### config.mk
export PLATFORM = sky130hd
export DESIGN_NAME = msi_bus_arbiter
export DESIGN_NICKNAME = d
export VERILOG_FILES = /design/src/rtl/msi_bus_pkg.sv /design/src/rtl/msi_rr_pick2.sv /design/src/rtl/msi_bus_arbiter.sv
export SDC_FILE = /design/constraint.sdc
export NUM_CORES = 1
export LEC_CHECK = 0
export BUFFER_PORTS_ARGS = -buffer_cell sky130_fd_sc_hd__buf_2
export CAP_MARGIN = 20
export CORE_ASPECT_RATIO = 0.9
export CORE_MARGIN = 2
export CORE_UTILIZATION = 46
export DETAILED_ROUTE_END_ITERATION = 10
export GPL_TIMING_DRIVEN = 1
export PLACE_DENSITY = 0.77
export SYNTH_ARGS = -nofsm -noshare
export SYNTH_HDL_FRONTEND = slang
export SYNTH_SLANG_ARGS = --single-unit
### constraint.sdc
create_clock -name clk -period 4.3 [get_ports clk]
set_input_delay 0.215 -clock clk [delete_from_list [all_inputs] [get_ports clk]]
set_output_delay 0.215 -clock clk [all_outputs]
set_load 0.1 [all_outputs]
### src/rtl/msi_bus_pkg.sv
// Shared constants for the two-cache MSI snoop bus arbiter.
// Bus request types, MSI line states and arbiter state encoding.
package msi_bus_pkg;

    localparam logic [1:0] BUS_INVALIDATE = 2'b00;
    localparam logic [1:0] BUS_WRITE_MISS = 2'b01;
    localparam logic [1:0] BUS_READ_MISS  = 2'b10;

    localparam logic [1:0] MSI_INVALID  = 2'b00;
    localparam logic [1:0] MSI_MODIFIED = 2'b01;
    localparam logic [1:0] MSI_SHARED   = 2'b10;

    typedef enum logic [2:0] {
        ST_IDLE  = 3'd0,
        ST_SNOOP = 3'd1,
        ST_WB    = 3'd2,
        ST_FETCH = 3'd3,
        ST_DONE  = 3'd4
    } arb_state_t;

    function automatic logic [1:0] onehot2(input logic idx);
        return idx ? 2'b10 : 2'b01;
    endfunction

endpackage

### src/rtl/msi_rr_pick2.sv
// Two-way round-robin pick: on a tie the cache that did not own
// the bus last wins.
module msi_rr_pick2 (
    input  logic [1:0] req,
    input  logic       last_owner,
    output logic       winner,
    output logic       valid
);

    always_comb begin
        valid  = |req;
        winner = (req == 2'b11) ? ~last_owner : req[1];
    end

endmodule

### src/rtl/msi_bus_arbiter.sv
// Snoop bus arbiter for two MSI caches: arbitrate, broadcast, memory timing.
// Define MSI_BUS_ARB_STATS_EN to add grant and peer-hit statistics counters.
module msi_bus_arbiter
    import msi_bus_pkg::*;
#(
    parameter int ADDR_W  = 10,
    parameter int MEM_LAT = 2
) (
    input  logic              clk,
    input  logic              rst,
    input  logic [1:0]        req,
    input  logic [1:0]        req_type0,
    input  logic [1:0]        req_type1,
    input  logic [ADDR_W-1:0] req_addr0,
    input  logic [ADDR_W-1:0] req_addr1,
    output logic [1:0]        grant,
    output logic              bus_valid,
    output logic [1:0]        bus_requests,
    output logic [ADDR_W-1:0] bus_addr,
    input  logic              snoop_abort,
    input  logic              snoop_wb,
    output logic              mem_rd,
    output logic              mem_wr,
    output logic              data_from_peer,
    output logic [1:0]        done
`ifdef MSI_BUS_ARB_STATS_EN
    ,
    output logic [15:0]       grant_cnt0,
    output logic [15:0]       grant_cnt1,
    output logic [15:0]       peer_hit_cnt
`endif
);

    localparam logic [3:0] LAT_LOAD = 4'(MEM_LAT - 1);

    arb_state_t        state;
    logic              last_owner;
    logic              owner;
    logic [3:0]        cnt;
    logic              pick_winner;
    logic              pick_valid;
    logic [1:0]        pick_type;
    logic [ADDR_W-1:0] pick_addr;

    msi_rr_pick2 u_pick (
        .req        (req),
        .last_owner (last_owner),
        .winner     (pick_winner),
        .valid      (pick_valid)
    );

    assign pick_type = pick_winner ? req_type1 : req_type0;
    assign pick_addr = pick_winner ? req_addr1 : req_addr0;

    // bus_requests/bus_addr double as the latched type/address during SNOOP
    always_ff @(posedge clk) begin
        if (rst) begin
            state          <= ST_IDLE;
            last_owner     <= 1'b1;
            owner          <= 1'b0;
            cnt            <= 4'd0;
            grant          <= 2'b00;
            bus_valid      <= 1'b0;
            bus_requests   <= 2'b00;
            bus_addr       <= '0;
            mem_rd         <= 1'b0;
            mem_wr         <= 1'b0;
            data_from_peer <= 1'b0;
            done           <= 2'b00;
`ifdef MSI_BUS_ARB_STATS_EN
            grant_cnt0     <= 16'd0;
            grant_cnt1     <= 16'd0;
            peer_hit_cnt   <= 16'd0;
`endif
        end else begin
            bus_valid      <= 1'b0;
            bus_requests   <= 2'b00;
            bus_addr       <= '0;
            mem_rd         <= 1'b0;
            mem_wr         <= 1'b0;
            data_from_peer <= 1'b0;
            done           <= 2'b00;
            unique case (state)
                ST_IDLE: begin
                    if (pick_valid) begin
                        owner        <= pick_winner;
                        grant        <= onehot2(pick_winner);
                        bus_valid    <= 1'b1;
                        bus_requests <= pick_type;
                        bus_addr     <= pick_addr;
                        state        <= ST_SNOOP;
                    end
                end
                ST_SNOOP: begin
                    cnt <= LAT_LOAD;
                    if (bus_requests == BUS_INVALIDATE) begin
                        done  <= onehot2(owner);
                        state <= ST_DONE;
                    end else if (snoop_wb) begin
                        mem_wr <= 1'b1;
                        state  <= ST_WB;
                    end else if (snoop_abort) begin
                        done           <= onehot2(owner);
                        data_from_peer <= 1'b1;
                        state          <= ST_DONE;
                    end else begin
                        mem_rd <= 1'b1;
                        state  <= ST_FETCH;
                    end
                end
                ST_WB: begin
                    if (cnt == 4'd0) begin
                        done           <= onehot2(owner);
                        data_from_peer <= 1'b1;
                        state          <= ST_DONE;
                    end else begin
                        cnt    <= cnt - 4'd1;
                        mem_wr <= 1'b1;
                    end
                end
                ST_FETCH: begin
                    if (cnt == 4'd0) begin
                        done  <= onehot2(owner);
                        state <= ST_DONE;
                    end else begin
                        cnt    <= cnt - 4'd1;
                        mem_rd <= 1'b1;
                    end
                end
                ST_DONE: begin
                    last_owner <= owner;
                    grant      <= 2'b00;
                    state      <= ST_IDLE;
`ifdef MSI_BUS_ARB_STATS_EN
                    if (owner)
                        grant_cnt1 <= grant_cnt1 + 16'd1;
                    else
                        grant_cnt0 <= grant_cnt0 + 16'd1;
                    if (data_from_peer)
                        peer_hit_cnt <= peer_hit_cnt + 16'd1;
`endif
                end
                default: state <= ST_IDLE;
            endcase
        end
    end

endmodule

======== Word level (Yosys, flattened, before mapping) ========
Index checks and enable logic that the tools add are counted.
operators by class
  equal/unequal tests ..................... 8
  mux-type cells .......................... 34
  reductions and logical operators ........ 13
  bitwise gates (word level) .............. 3
  add/sub/neg operators ................... 1
operator list
  cell                                                                 count
  2-bit two-way mux                                                    8
  3-bit two-way mux                                                    5
  1-bit two-way mux                                                    12
  10-bit two-way mux                                                   1
  3-bit case mux with 3 select lines                                   1
  2-bit case mux with 2 select lines                                   2
  4-bit case mux with 2 select lines                                   1
  2-bit AND reduction                                                  4
  3-bit by 2-bit == test with 1-bit output (second input constant)     2
  1-bit case mux with 2 select lines                                   3
  2-bit OR reduction                                                   3
  4-bit logical NOT                                                    1
  4-bit two-way mux                                                    1
  2-bit != test (second input constant)                                2
  2-bit nonzero test                                                   2
  4-bit by 1-bit subtractor with 4-bit output (second input constant)  1
  3-bit by 1-bit == test with 1-bit output (second input constant)     1
  3-bit == test (second input constant)                                1
  3-bit logical NOT                                                    1
  1-bit NOT                                                            3
  3-bit OR reduction                                                   1
  2-bit == test (second input constant)                                1
  2-bit logical NOT                                                    1
  2-bit by 1-bit != test with 1-bit output (second input constant)     1
word-level totals
  register bits ........................... 29
  logic and storage cells ................. 71
  bits of input ports ..................... 30
  output and inout port bits .............. 20

======== Longest topological paths before layout ========
Gate-level depths: netlist of the first run.
  word-level depth ........................ 5
  gate-level depth with buffers ........... 5
  mapped depth without buffers ............ 5

======== Hierarchy ========
From an unflattened synthesis of the first run, not the netlist that was laid out.
unflattened totals
  cell total of the unflattened synthesis .. 130
  area, all modules ....................... 1226.2 um^2
by module, submodules not included
  module           sequential area each (um^2)  times used  area each (um^2)  cells an instance
  msi_bus_arbiter  580.6                        1           1212.4            128
  msi_rr_pick2     0.0                          1           13.8              2

======== Worst setup path after synthesis of the first run ========
No wires, ideal clock.
  path kind ............................... register -> register
  start ................................... register bus_requests[1]
  end ..................................... register done[0]
  stages on the path, launching flop included .. 4
  data required time ...................... 4.169 ns
  library setup time ...................... 0.131 ns
  period minus slack after synthesis ...... 1.664 ns
  slack ................................... 2.636 ns
  arrival ................................. 1.533 ns
  path buffers ............................ 0
  path through ............................ dfxtp_1 nor2_1 o21ai_0 a211oi_1
on the way
  cells in the longest elaborated chain, start to end .. 3
RTL lines
  item                                RTL line                text
  start: declaration                  msi_bus_arbiter.sv:18   output logic [1:0] bus_requests,
  start signal: assignment            msi_bus_arbiter.sv:89   bus_requests <= pick_type;
  2-bit logical NOT                   msi_bus_arbiter.sv:96   if (bus_requests == BUS_INVALIDATE) begin
  2-bit two-way mux                   msi_bus_arbiter.sv:96
  2-bit case mux with 2 select lines  msi_bus_arbiter.sv:83   unique case (state)
  end signal: assignment              msi_bus_arbiter.sv:97   done <= onehot2(owner);
  end signal: assignment              msi_bus_arbiter.sv:103  done <= onehot2(owner);
  end signal: assignment              msi_bus_arbiter.sv:113  done <= onehot2(owner);
  end: declaration                    msi_bus_arbiter.sv:25   output logic [1:0] done
Every way passes these cells.
A chain may end at the register's enable or synchronous reset.

======== Final worst setup path of the first run ========
  start ................................... register cnt[0]
  end ..................................... register done[0]
on the way
  cells in the longest elaborated chain, start to end .. 3
RTL lines
  item                                RTL line                                        text
  start: declaration                  msi_bus_arbiter.sv:39                           logic [3:0] cnt;
  start signal: assignment            msi_bus_arbiter.sv:117                          cnt <= cnt - 4'd1;
  start signal: assignment            msi_bus_arbiter.sv:126                          cnt <= cnt - 4'd1;
  4-bit logical NOT                   msi_bus_arbiter.sv:112, msi_bus_arbiter.sv:122
  2-bit two-way mux                   msi_bus_arbiter.sv:112, msi_bus_arbiter.sv:122
  2-bit case mux with 2 select lines  msi_bus_arbiter.sv:83
  end signal: assignment              msi_bus_arbiter.sv:97
  end signal: assignment              msi_bus_arbiter.sv:113
  end signal: assignment              msi_bus_arbiter.sv:123                          done <= onehot2(owner);
Every way passes these cells.

==> results of run 1 <==
[kinds of logic after synthesis]
logic type,synth area share
AOI/OAI and AO/OA,0.222
DFF,0.469
adders and majority gates,0.0101
and+or+nand+nor,0.249
buffers and inverters,0.0495
[layout by cell type (no fill, tap or decap), types with 4 or more instances in the layout]
master / count
sky130_fd_sc_hd__buf_2: 49
sky130_fd_sc_hd__nand2_1: 29
sky130_fd_sc_hd__dfxtp_1: 29
sky130_fd_sc_hd__a21oi_1: 12
sky130_fd_sc_hd__a21oi_2: 9
sky130_fd_sc_hd__inv_1: 6
sky130_fd_sc_hd__or3_1: 6
sky130_fd_sc_hd__o21ai_0: 5
sky130_fd_sc_hd__a211oi_1: 5
sky130_fd_sc_hd__clkbuf_4: 5
sky130_fd_sc_hd__nor2_1: 4
[per-stage QoR]
stage	setup slack (ns)	total power [W]	instance area, µm²	hold WS (ns)
6_report	2.46	0.000642	1530	0.123
5_1_grt	2.31	0.000673	1530	0.120
4_1_cts	2.49	0.000645	1530	0.118
3_5_place_dp	2.51	0.000490	1480	0.449
3_3_place_gp	2.68	0.000485	1480	0.432
2_1_floorplan	2.64	0.000453	1240	0.347
[sequential cells by signal, indices dropped and copies added, names as in the netlist]
| signal | flops |
|---|---|
| mem_wr | 1 |
| bus_valid | 1 |
| data_from_peer | 1 |
| bus_requests | 2 |
| cnt | 4 |
| mem_rd | 1 |
| done | 2 |
| last_owner | 1 |
| grant | 2 |
| state | 3 |
| owner | 1 |
| bus_addr | 10 |
[area by class of cell]
class | instances | share of cell area
Clock buffer | 8 | 0.0319
Inverter | 6 | 0.0147
Multi-Input combinational cell | 99 | 0.390
Sequential cell | 29 | 0.380
Tap cell | 28 | 0.0229
Timing Repair Buffer | 49 | 0.160
[where the power goes]
| part | internal, W | leakage (nW) | switching [W] |
|---|---|---|---|
| logic | 0.0000458 | 0.438 | 0.000143 |
| clock network | 0.0000651 | 0.0265 | 0.0000918 |
| registers | 0.000285 | 0.237 | 0.0000104 |
| total | 0.000396 | 0.701 | 0.000245 |
[tightest hold or removal path, stage by stage]
cell,delay [ns]
sky130_fd_sc_hd__buf_2,0.09
sky130_fd_sc_hd__nand2_1,0.04
sky130_fd_sc_hd__a21oi_1,0.05
[worst min path at each step]
stage / from / endpoint / slack, ns / depth (start not counted)
4_1_cts: req_addr1[0] / bus_addr[0]$_SDFF_PP0_ / 0.12 / 3
3_5_place_dp: owner$_SDFFE_PP0P_ / done[0]$_SDFF_PP0_ / 0.45 / 1
6_report: req_addr1[0] / bus_addr[0]$_SDFF_PP0_ / 0.12 / 3
2_1_floorplan: req_addr1[0] / bus_addr[0]$_SDFF_PP0_ / 0.35 / 2
5_1_grt: req_addr0[0] / bus_addr[0]$_SDFF_PP0_ / 0.12 / 3
3_3_place_gp: owner$_SDFFE_PP0P_ / done[0]$_SDFF_PP0_ / 0.43 / 1
[layer usage]
metal | up-vias | wire length, µm | track usage
li1 | 588 | - | -
met2 | 33 | 1490 | 0.337
met3 | 9 | 135 | 0.0538
met5 | - | 0 | 0
met4 | 0 | 80 | 0.121
met1 | 560 | 1250 | 0.230
==> results.py, run 1 <==
metrics = {
    "timing": {
        "report.final.setup_viol": 0,
        "skew_ns": 0.00983,
        "final_min_period_over_clock_period": 0.427,
        "report.final.hold_viol_count": 0,
        "max_slew.worst_pin.slew_ns": 1.01,
        "fin_setup_tns_ns": 0,
        "layout_min_cycle_time_ns": 1.84,
        "achievable-frequency_mhz": 545,
        "grt_setup_unrepaired": "false",
        "slew-limit-headroom": 0.323,
        "timing_max_transition_violations_final": 0,
    },
    "power": {
        "vdd_drop_max_v": 0.000221,
        "leakagePower_nw": 0.701,
        "cellPowerDensity_nw_per_um2": 420,
    },
    "critical_path": {
        "endpoint_kind": "flip-flop",
        "levels_on_crit_path": 5,
        "worstPathBufferInverterCount": 1,
        "crit_required_ns": 4.53,
        "worst-r2r-setup-slack_ns": 2.46,
        "path_delay_family": "simple AND/OR/NAND/NOR gates",
        "cp_cell_sequence": "inv_1 -> ha_1 -> nor3b_1 -> nand2_1 -> a211oi_1",
        "start_kind": "flip-flop",
        "crit_start": "cnt[0]$_SDFFE_PP0P_",
        "largest_fanout_of_any_net_on_the_critical_path": 8,
        "crit_type": "flip-flop to flip-flop",
        "r2r.worst_path.cells": 5,
        "critical-path-slowest-cell": "sky130_fd_sc_hd__nor3b_1",
        "rr_endpoint": "done[0]$_SDFF_PP0_",
        "timing.critical_path.arrival_ns": 2.07,
        "r2r_start": "cnt[0]$_SDFFE_PP0P_",
        "cpPeakStageDelay_ns": 0.67,
        "worstSetupEndpoint": "done[0]$_SDFF_PP0_",
    },
    "clocking": {
        "cts_max_level": 2,
        "number_of_buffers_between_clock_root_and_the_deepest_sink": 2,
        "clk_root_buffer_cell": "sky130_fd_sc_hd__clkbuf_4",
        "cts.reportedPaths.clkPinSlew_ns": 0.09,
        "ctsHoldBuffers": 0,
        "post_cts_resized": 0,
        "clock_latency_ns": 0.33,
        "post_cts_buffers": 0,
        "numCtsBuffers": 5,
        "cts_tree": "done",
        "clock_sinks": 29,
    },
    "outcome": {
        "result_of_the_run": "completed",
    },
    "route": {
        "viasPerCell": 5.43,
        "drt-wirelength-per-cell_um": 13.5,
        "remaining_drc_errors": 0,
        "postRouteAntennaNets": 0,
        "vias": 1190,
        "drt_first_pass_iters": 4,
        "total_wire_length_mm": 2.96,
        "drt_iter0_markers": 29,
    },
    "logic_synthesis": {
        "synth-warning-count": 0,
        "synth.largest_area_cell": "sky130_fd_sc_hd__dfxtp_1",
        "asyncSetResetFlopFracSynth": 0,
        "ys_seq_elements": 29,
        "synth_area_per_cell_um2": 8.85,
        "synthesis.area_um2": 1240,
        "sequential_area_share_after_synthesis": 0.469,
        "syn-num-nets": 171,
        "synth_enable_flop_cells": 0,
        "ys_top_cells_by_area": "sky130_fd_sc_hd__dfxtp_1, sky130_fd_sc_hd__nand2_1, sky130_fd_sc_hd__a21oi_2",
        "synth_ff_type": "sky130_fd_sc_hd__dfxtp_1",
        "synth.cells.most_frequent": "sky130_fd_sc_hd__dfxtp_1, sky130_fd_sc_hd__nand2_1, sky130_fd_sc_hd__a21oi_1",
        "synth_top_area_share": 0.469,
        "netlist_instances": 140,
        "synth.distinct_cells": 29,
    },
    "global_routing": {
        "antenna_found_initial": 0,
        "via_count_of_the_first_global_routing_pass": 1065,
        "grt_pass1_wl_mm": 4.57,
        "grt_start_max_net_pins": 16,
        "globalRouteTotalUtil": 0.202,
        "global_route.overflow_total": 0,
    },
    "floorplan": {
        "start_util": 0.494,
        "core_area_um2": 2510,
        "design.portCount": 50,
        "die_area_um2": 3120,
        "die_w_um": 58.7,
        "fp.dieH_um": 53.2,
        "num_rows": 17,
    },
    "finish": {
        "regArea_um2": 581,
        "instances_no_fill": 219,
        "area_overhead_of_the_layout_relative_to_synthesis_pct": 23.4,
        "multi_input_area_um2": 597,
        "final.fill_count": 231,
        "n_antenna_cell": 0,
        "drive_above_1_share": 0.366,
        "finalCoreUtilization": 0.609,
        "num-nets-final": 221,
    },
    "placed_design": {
        "place.detailed.hpwl_mm": 2.20,
        "numPortBuffers": 49,
        "final_gp_congestion": 0.839,
        "place.detailed.instances": 211,
    },
    "flow_run": {
        "maxCapViolCount": 0,
    },
    "hold_path": {
        "path_category_of_the_worst_min_delay_check": "primary input to flip-flop",
    },
}
Note: power is estimated with default switching activity, not from simulation.
==> run 2: changes to the inputs <==
clock period = 1.9 ns   (was 4.3 ns; I/O delays follow)
==> run 2 against run 1 <==
Clock skew grew 0.00088 ns. Non-clock buffer count grew 2. Setup slack lost 2.3 ns. Critical path depth is the same. Clock power grew 140%. Maximum frequency grew 6.9%. Critical endpoint unchanged. Largest power group unchanged. Highest routed layer unchanged.
==> results.py, run 2 (synthesis results as in run 1) <==
metrics = {
    "route": {
        "wl_met1_mm": 1.22,
        "drt-wirelength-per-cell_um": 12.7,
        "total_wire_length_mm": 2.79,
        "postRouteAntennaNets": 0,
        "vias": 1190,
        "detailroute.wirelength.met2_mm": 1.38,
        "drt_iter0_markers": 31,
        "topRoutingLayerUsed": "met4",
        "drt_first_pass_iters": 4,
        "remaining_drc_errors": 0,
        "route.met3.wl_um": 133,
        "viasPerCell": 5.41,
    },
    "critical_path": {
        "endpoint_kind": "flip-flop",
        "critical-path-slowest-cell": "sky130_fd_sc_hd__nor3b_1",
        "start_kind": "flip-flop",
        "path_delay_family": "simple AND/OR/NAND/NOR gates",
        "crit_type": "flip-flop to flip-flop",
        "crit_required_ns": 2.13,
        "largest_fanout_of_any_net_on_the_critical_path": 8,
        "cp_cell_sequence": "inv_1 -> ha_1 -> nor3b_1 -> nand2_1 -> a211oi_1",
        "worstPathBufferInverterCount": 1,
        "cpPeakStageDelay_ns": 0.63,
        "timing.critical_path.arrival_ns": 1.95,
    },
    "global_routing": {
        "globalRouteTotalUtil": 0.186,
        "via_count_of_the_first_global_routing_pass": 1028,
        "global_route.overflow_total": 0,
        "grt_pass1_wl_mm": 4.35,
        "antenna_found_initial": 0,
        "grt_start_max_net_pins": 14,
    },
    "finish": {
        "max_flop_register": "bus_addr",
        "area_overhead_of_the_layout_relative_to_synthesis_pct": 25.2,
        "reg_top3": "bus_addr (10), cnt (4), state (3)",
        "n_antenna_cell": 0,
        "instances_no_fill": 220,
        "most-common-layout-cells": "sky130_fd_sc_hd__buf_2, sky130_fd_sc_hd__nand2_1, sky130_fd_sc_hd__dfxtp_1",
        "num-nets-final": 223,
        "number_of_flip_flops_under_the_largest_register_name": 10,
        "final.fill_count": 234,
        "final_cell_area_um2": 1550,
        "commonest_non_fill_non_tap_cell_in_the_layout": "sky130_fd_sc_hd__buf_2",
        "drive_above_1_share": 0.380,
    },
    "timing": {
        "slew-limit-headroom": 0.502,
        "fin_setup_tns_ns": 0,
        "timing_max_transition_violations_final": 0,
        "final.hold.worst_slack_ns": 0.00926,
        "final_min_period_over_clock_period": 0.904,
        "achievable-frequency_mhz": 582,
        "report.final.setup_viol": 0,
        "skew_ns": 0.0107,
        "report.final.hold_viol_count": 0,
        "layout_min_cycle_time_ns": 1.72,
        "grt_setup_unrepaired": "false",
        "max_slew.worst_pin.slew_ns": 0.745,
    },
    "clocking": {
        "clock_sinks": 29,
        "cts_tree": "done",
        "numCtsBuffers": 5,
        "cts.reportedPaths.clkPinSlew_ns": 0.09,
        "ctsHoldBuffers": 0,
        "clk_root_buffer_cell": "sky130_fd_sc_hd__clkbuf_4",
        "post_cts_resized": 0,
        "number_of_buffers_between_clock_root_and_the_deepest_sink": 2,
        "cts_max_level": 2,
        "clock_latency_ns": 0.32,
        "post_cts_buffers": 0,
    },
    "power": {
        "vdd_drop_max_v": 0.000538,
        "pwr-share-comb": 0.293,
        "pwr-share-seq": 0.454,
        "power_report.internal_total_w": 0.000929,
        "leakagePower_nw": 0.716,
        "netSwitchingPower_w": 0.000544,
        "cellPowerDensity_nw_per_um2": 950,
        "power.switching_fraction": 0.369,
        "pwr-share-clk": 0.253,
    },
    "floorplan": {
        "design.portCount": 50,
        "core_area_um2": 2510,
        "start_util": 0.494,
        "die_area_um2": 3120,
        "fp.dieH_um": 53.2,
        "die_w_um": 58.7,
        "num_rows": 17,
    },
    "placed_design": {
        "final_gp_congestion": 0.826,
        "place.detailed.instances": 213,
        "numPortBuffers": 49,
        "area_post_placement_um2": 1500,
        "place.detailed.hpwl_mm": 2.12,
    },
    "flow_run": {
        "maxCapViolCount": 0,
    },
    "outcome": {
        "result_of_the_run": "completed",
    },
    "hold_path": {
        "path_category_of_the_worst_min_delay_check": "primary input to flip-flop",
    },
}
-- run 2: changes by cell type in the layout (fill, tap and decap cells not counted), sizes merged --
cell / previous run / this run
buf: 49 / 51
clkbuf: 8 / 7
-- run 2: power by group through the flow --
stage | sequential [W] | clock, W | combinational (W)
after floorplan | 0.000878 | 0 | 0.000146
after global placement | 0.000681 | 0 | 0.000424
after detailed placement | 0.000682 | 0 | 0.000430
after CTS | 0.000668 | 0.000384 | 0.000432
after global routing | 0.000673 | 0.000408 | 0.000457
final | 0.000668 | 0.000373 | 0.000431
-- run 2: routing by layer --
metal	track usage	up-vias
met1	0.230	556
met3	0.0538	8
met5	0	-
met2	0.300	33
li1	-	593
met4	0.0833	0
-- run 2: cell type report --
class / count / area [µm²] / share of cell area
Clock buffer: 7 / 55.1 / 0.0355
Tap cell: 28 / 35.0 / 0.0226
Inverter: 6 / 22.5 / 0.0145
Timing Repair Buffer: 51 / 260 / 0.168
Multi-Input combinational cell: 99 / 597 / 0.385
Sequential cell: 29 / 581 / 0.374
-- run 2: worst register-to-register path: stages (launching register included) --
cell	delay, ns
sky130_fd_sc_hd__dfxtp_1	0.34
sky130_fd_sc_hd__inv_1	0.06
sky130_fd_sc_hd__ha_1	0.17
sky130_fd_sc_hd__nor3b_1	0.63
sky130_fd_sc_hd__nand2_1	0.20
sky130_fd_sc_hd__a211oi_1	0.24
-- run 2: path summary, 6_finish.rpt --
path | startpoint | to | slack (ns) | cells past startpoint
max | cnt[0]$_SDFFE_PP0P_ | done[0]$_SDFF_PP0_ | 0.18 | 5
min | req_addr1[9] | bus_addr[9]$_SDFF_PP0_ | 0.009 | 3
max reg2reg | cnt[0]$_SDFFE_PP0P_ | done[0]$_SDFF_PP0_ | 0.18 | 5
min reg2reg | owner$_SDFFE_PP0P_ | done[0]$_SDFF_PP0_ | 0.45 | 1
-- run 2: through the flow --
stage	power [W]	setup slack [ns]	util
global route	0.00154	0.0278	0.618
CTS	0.00148	0.165	0.618
finish	0.00147	0.182	0.618
global placement	0.00110	0.304	0.596
floorplan	0.00102	0.236	-
detailed placement	0.00111	0.214	0.596
==> run 3: changes to the inputs <==
HOLD_SLACK_MARGIN = 0.15   (was default)
clock period = 1.7 ns   (was 1.9 ns; I/O delays follow)
==> run 3 against run 2 <==
Maximum frequency up 8.0%. Clock skew is 0.0073 ns lower. Cell area rose by 19%. Combinational power rose by 27%. Utilization grew 12 points. Worst hold slack improved by 0.20 ns. Sequential share of layout area fell by 5.9 points. Cell count is 13% higher. Die area stayed put. Wire length rose by 28%.
==> results.py, run 3 (synthesis results as in run 1) <==
metrics = {
    "global_routing": {
        "globalRouteTotalUtil": 0.236,
        "grt_use_met2": 0.434,
        "global_route.overflow_total": 0,
        "grt-busiest-layer": "met2",
        "antenna_found_initial": 0,
        "grt_start_max_net_pins": 14,
        "groute.layer.met1.usage": 0.263,
        "grt_pass1_wl_mm": 5.49,
        "gr-usage-met3": 0.0611,
        "via_count_of_the_first_global_routing_pass": 1302,
    },
    "timing": {
        "slew-limit-headroom": 0.671,
        "final.hold.worst_slack_ns": 0.208,
        "report.final.setup_viol": 0,
        "max_slew.worst_pin.slew_ns": 0.497,
        "skew_ns": 0.00343,
        "timing_max_transition_violations_final": 0,
        "achievable-frequency_mhz": 629,
        "grt_setup_unrepaired": "false",
        "layout_min_cycle_time_ns": 1.59,
        "final_min_period_over_clock_period": 0.936,
        "fin_setup_tns_ns": 0,
        "post-route-worst-setup-slack_ns": 0.110,
        "report.final.hold_viol_count": 0,
    },
    "finish": {
        "most-common-layout-cells": "sky130_fd_sc_hd__buf_2, sky130_fd_sc_hd__nand2_1, sky130_fd_sc_hd__dlygate4sd3_1",
        "n_antenna_cell": 0,
        "finalCoreUtilization": 0.736,
        "number_of_flip_flops_under_the_largest_register_name": 10,
        "area_overhead_of_the_layout_relative_to_synthesis_pct": 49.2,
        "final.fill_count": 179,
        "multi_input_area_um2": 604,
        "max_flop_register": "bus_addr",
        "reg_top3": "bus_addr (10), cnt (4), state (3)",
        "drive_above_1_share": 0.348,
        "regArea_um2": 583,
        "num-nets-final": 252,
        "commonest_non_fill_non_tap_cell_in_the_layout": "sky130_fd_sc_hd__buf_2",
    },
    "route": {
        "drt-wirelength-per-cell_um": 14.3,
        "remaining_drc_errors": 0,
        "postRouteAntennaNets": 0,
        "viasPerCell": 5.31,
        "total_wire_length_mm": 3.56,
        "drt_first_pass_iters": 4,
        "vias": 1321,
        "drt_iter0_markers": 62,
    },
    "power": {
        "power.switching_fraction": 0.365,
        "cellPowerDensity_nw_per_um2": 926,
        "total_power_w": 0.00171,
        "power_report.internal_total_w": 0.00109,
        "vdd_drop_max_v": 0.000659,
        "pwr-share-seq": 0.437,
        "pwr-share-comb": 0.321,
        "netSwitchingPower_w": 0.000624,
        "pwr-share-clk": 0.242,
        "leakagePower_nw": 0.842,
    },
    "critical_path": {
        "crit_required_ns": 1.95,
        "crit_type": "flip-flop to flip-flop",
        "r2r_start": "cnt[1]$_SDFFE_PP0P_",
        "timing.critical_path.arrival_ns": 1.84,
        "endpoint_kind": "flip-flop",
        "crit_start": "cnt[1]$_SDFFE_PP0P_",
        "start_kind": "flip-flop",
        "largest_fanout_of_any_net_on_the_critical_path": 8,
    },
    "floorplan": {
        "fp.dieH_um": 53.2,
        "design.portCount": 50,
        "core_area_um2": 2510,
        "die_area_um2": 3120,
        "start_util": 0.494,
        "num_rows": 17,
        "die_w_um": 58.7,
    },
    "placed_design": {
        "numPortBuffers": 49,
        "place_ws_ns": -0.0498,
        "place.detailed.hpwl_mm": 2.15,
        "final_gp_congestion": 0.823,
    },
    "outcome": {
        "result_of_the_run": "completed",
    },
    "clocking": {
        "numCtsBuffers": 5,
        "cts.reportedPaths.clkPinSlew_ns": 0.09,
        "number_of_buffers_between_clock_root_and_the_deepest_sink": 2,
        "cts_tree": "done",
        "clk_root_buffer_cell": "sky130_fd_sc_hd__clkbuf_4",
        "clock_sinks": 29,
        "cts_max_level": 2,
        "clock_latency_ns": 0.31,
    },
    "flow_run": {
        "maxCapViolCount": 0,
    },
    "hold_path": {
        "path_category_of_the_worst_min_delay_check": "primary input to flip-flop",
        "hold_start": "req[1]",
    },
}
[run 3: timing repair]
item / CTS / global route
pin swaps: 0 / 0
endpoints found under the setup margin: 7 / 3
hold buffers: 28 / 0
endpoints found under the hold margin: 20 / 0
setup buffers: 0 / 0
resized for setup: 1 / 3
[run 3: cell type report]
| class | count | area share |
|---|---|---|
| tap | 28 | 0.0190 |
| multi-input combinational | 99 | 0.327 |
| timing repair buffer | 80 | 0.297 |
| sequential | 29 | 0.316 |
| clock buffer | 7 | 0.0298 |
| inverter | 6 | 0.0122 |
[run 3: power by group through the flow]
| stage | combinational, W | sequential, W | clock [W] |
|---|---|---|---|
| 2_1_floorplan | 0.000164 | 0.000982 | 0 |
| 3_3_place_gp | 0.000477 | 0.000759 | 0 |
| 3_5_place_dp | 0.000485 | 0.000762 | 0 |
| 4_1_cts | 0.000538 | 0.000745 | 0.000418 |
| 5_1_grt | 0.000581 | 0.000753 | 0.000449 |
| 6_report | 0.000549 | 0.000748 | 0.000414 |
[run 3: through the flow]
stage,cell area (µm²),std cells
6_report,1850,249
3_3_place_gp,1500,214
2_1_floorplan,1240,140
5_1_grt,1850,249
3_5_place_dp,1500,214
4_1_cts,1840,249
[run 3: critical path, cell delays in order, from the launching register on]
cell and delay [ns]:
sky130_fd_sc_hd__dfxtp_1 0.37, sky130_fd_sc_hd__inv_1 0.06, sky130_fd_sc_hd__ha_1 0.21, sky130_fd_sc_hd__nor3b_2 0.21, sky130_fd_sc_hd__or4_1 0.52, sky130_fd_sc_hd__a21oi_1 0.15
[run 3: worst paths after layout]
path,end,slack [ns],cells past startpoint
min,owner$_SDFFE_PP0P_,0.21,4
max reg2reg,cnt[3]$_SDFFE_PP0P_,0.11,5
max,cnt[3]$_SDFFE_PP0P_,0.11,5
min reg2reg,cnt[0]$_SDFFE_PP0P_,0.46,1
[run 3: layer usage]
metal  wire [µm]  share of wire
met5           0              0
met1        1440           0.40
met3         154          0.043
met2        1930           0.54
met4          40          0.011
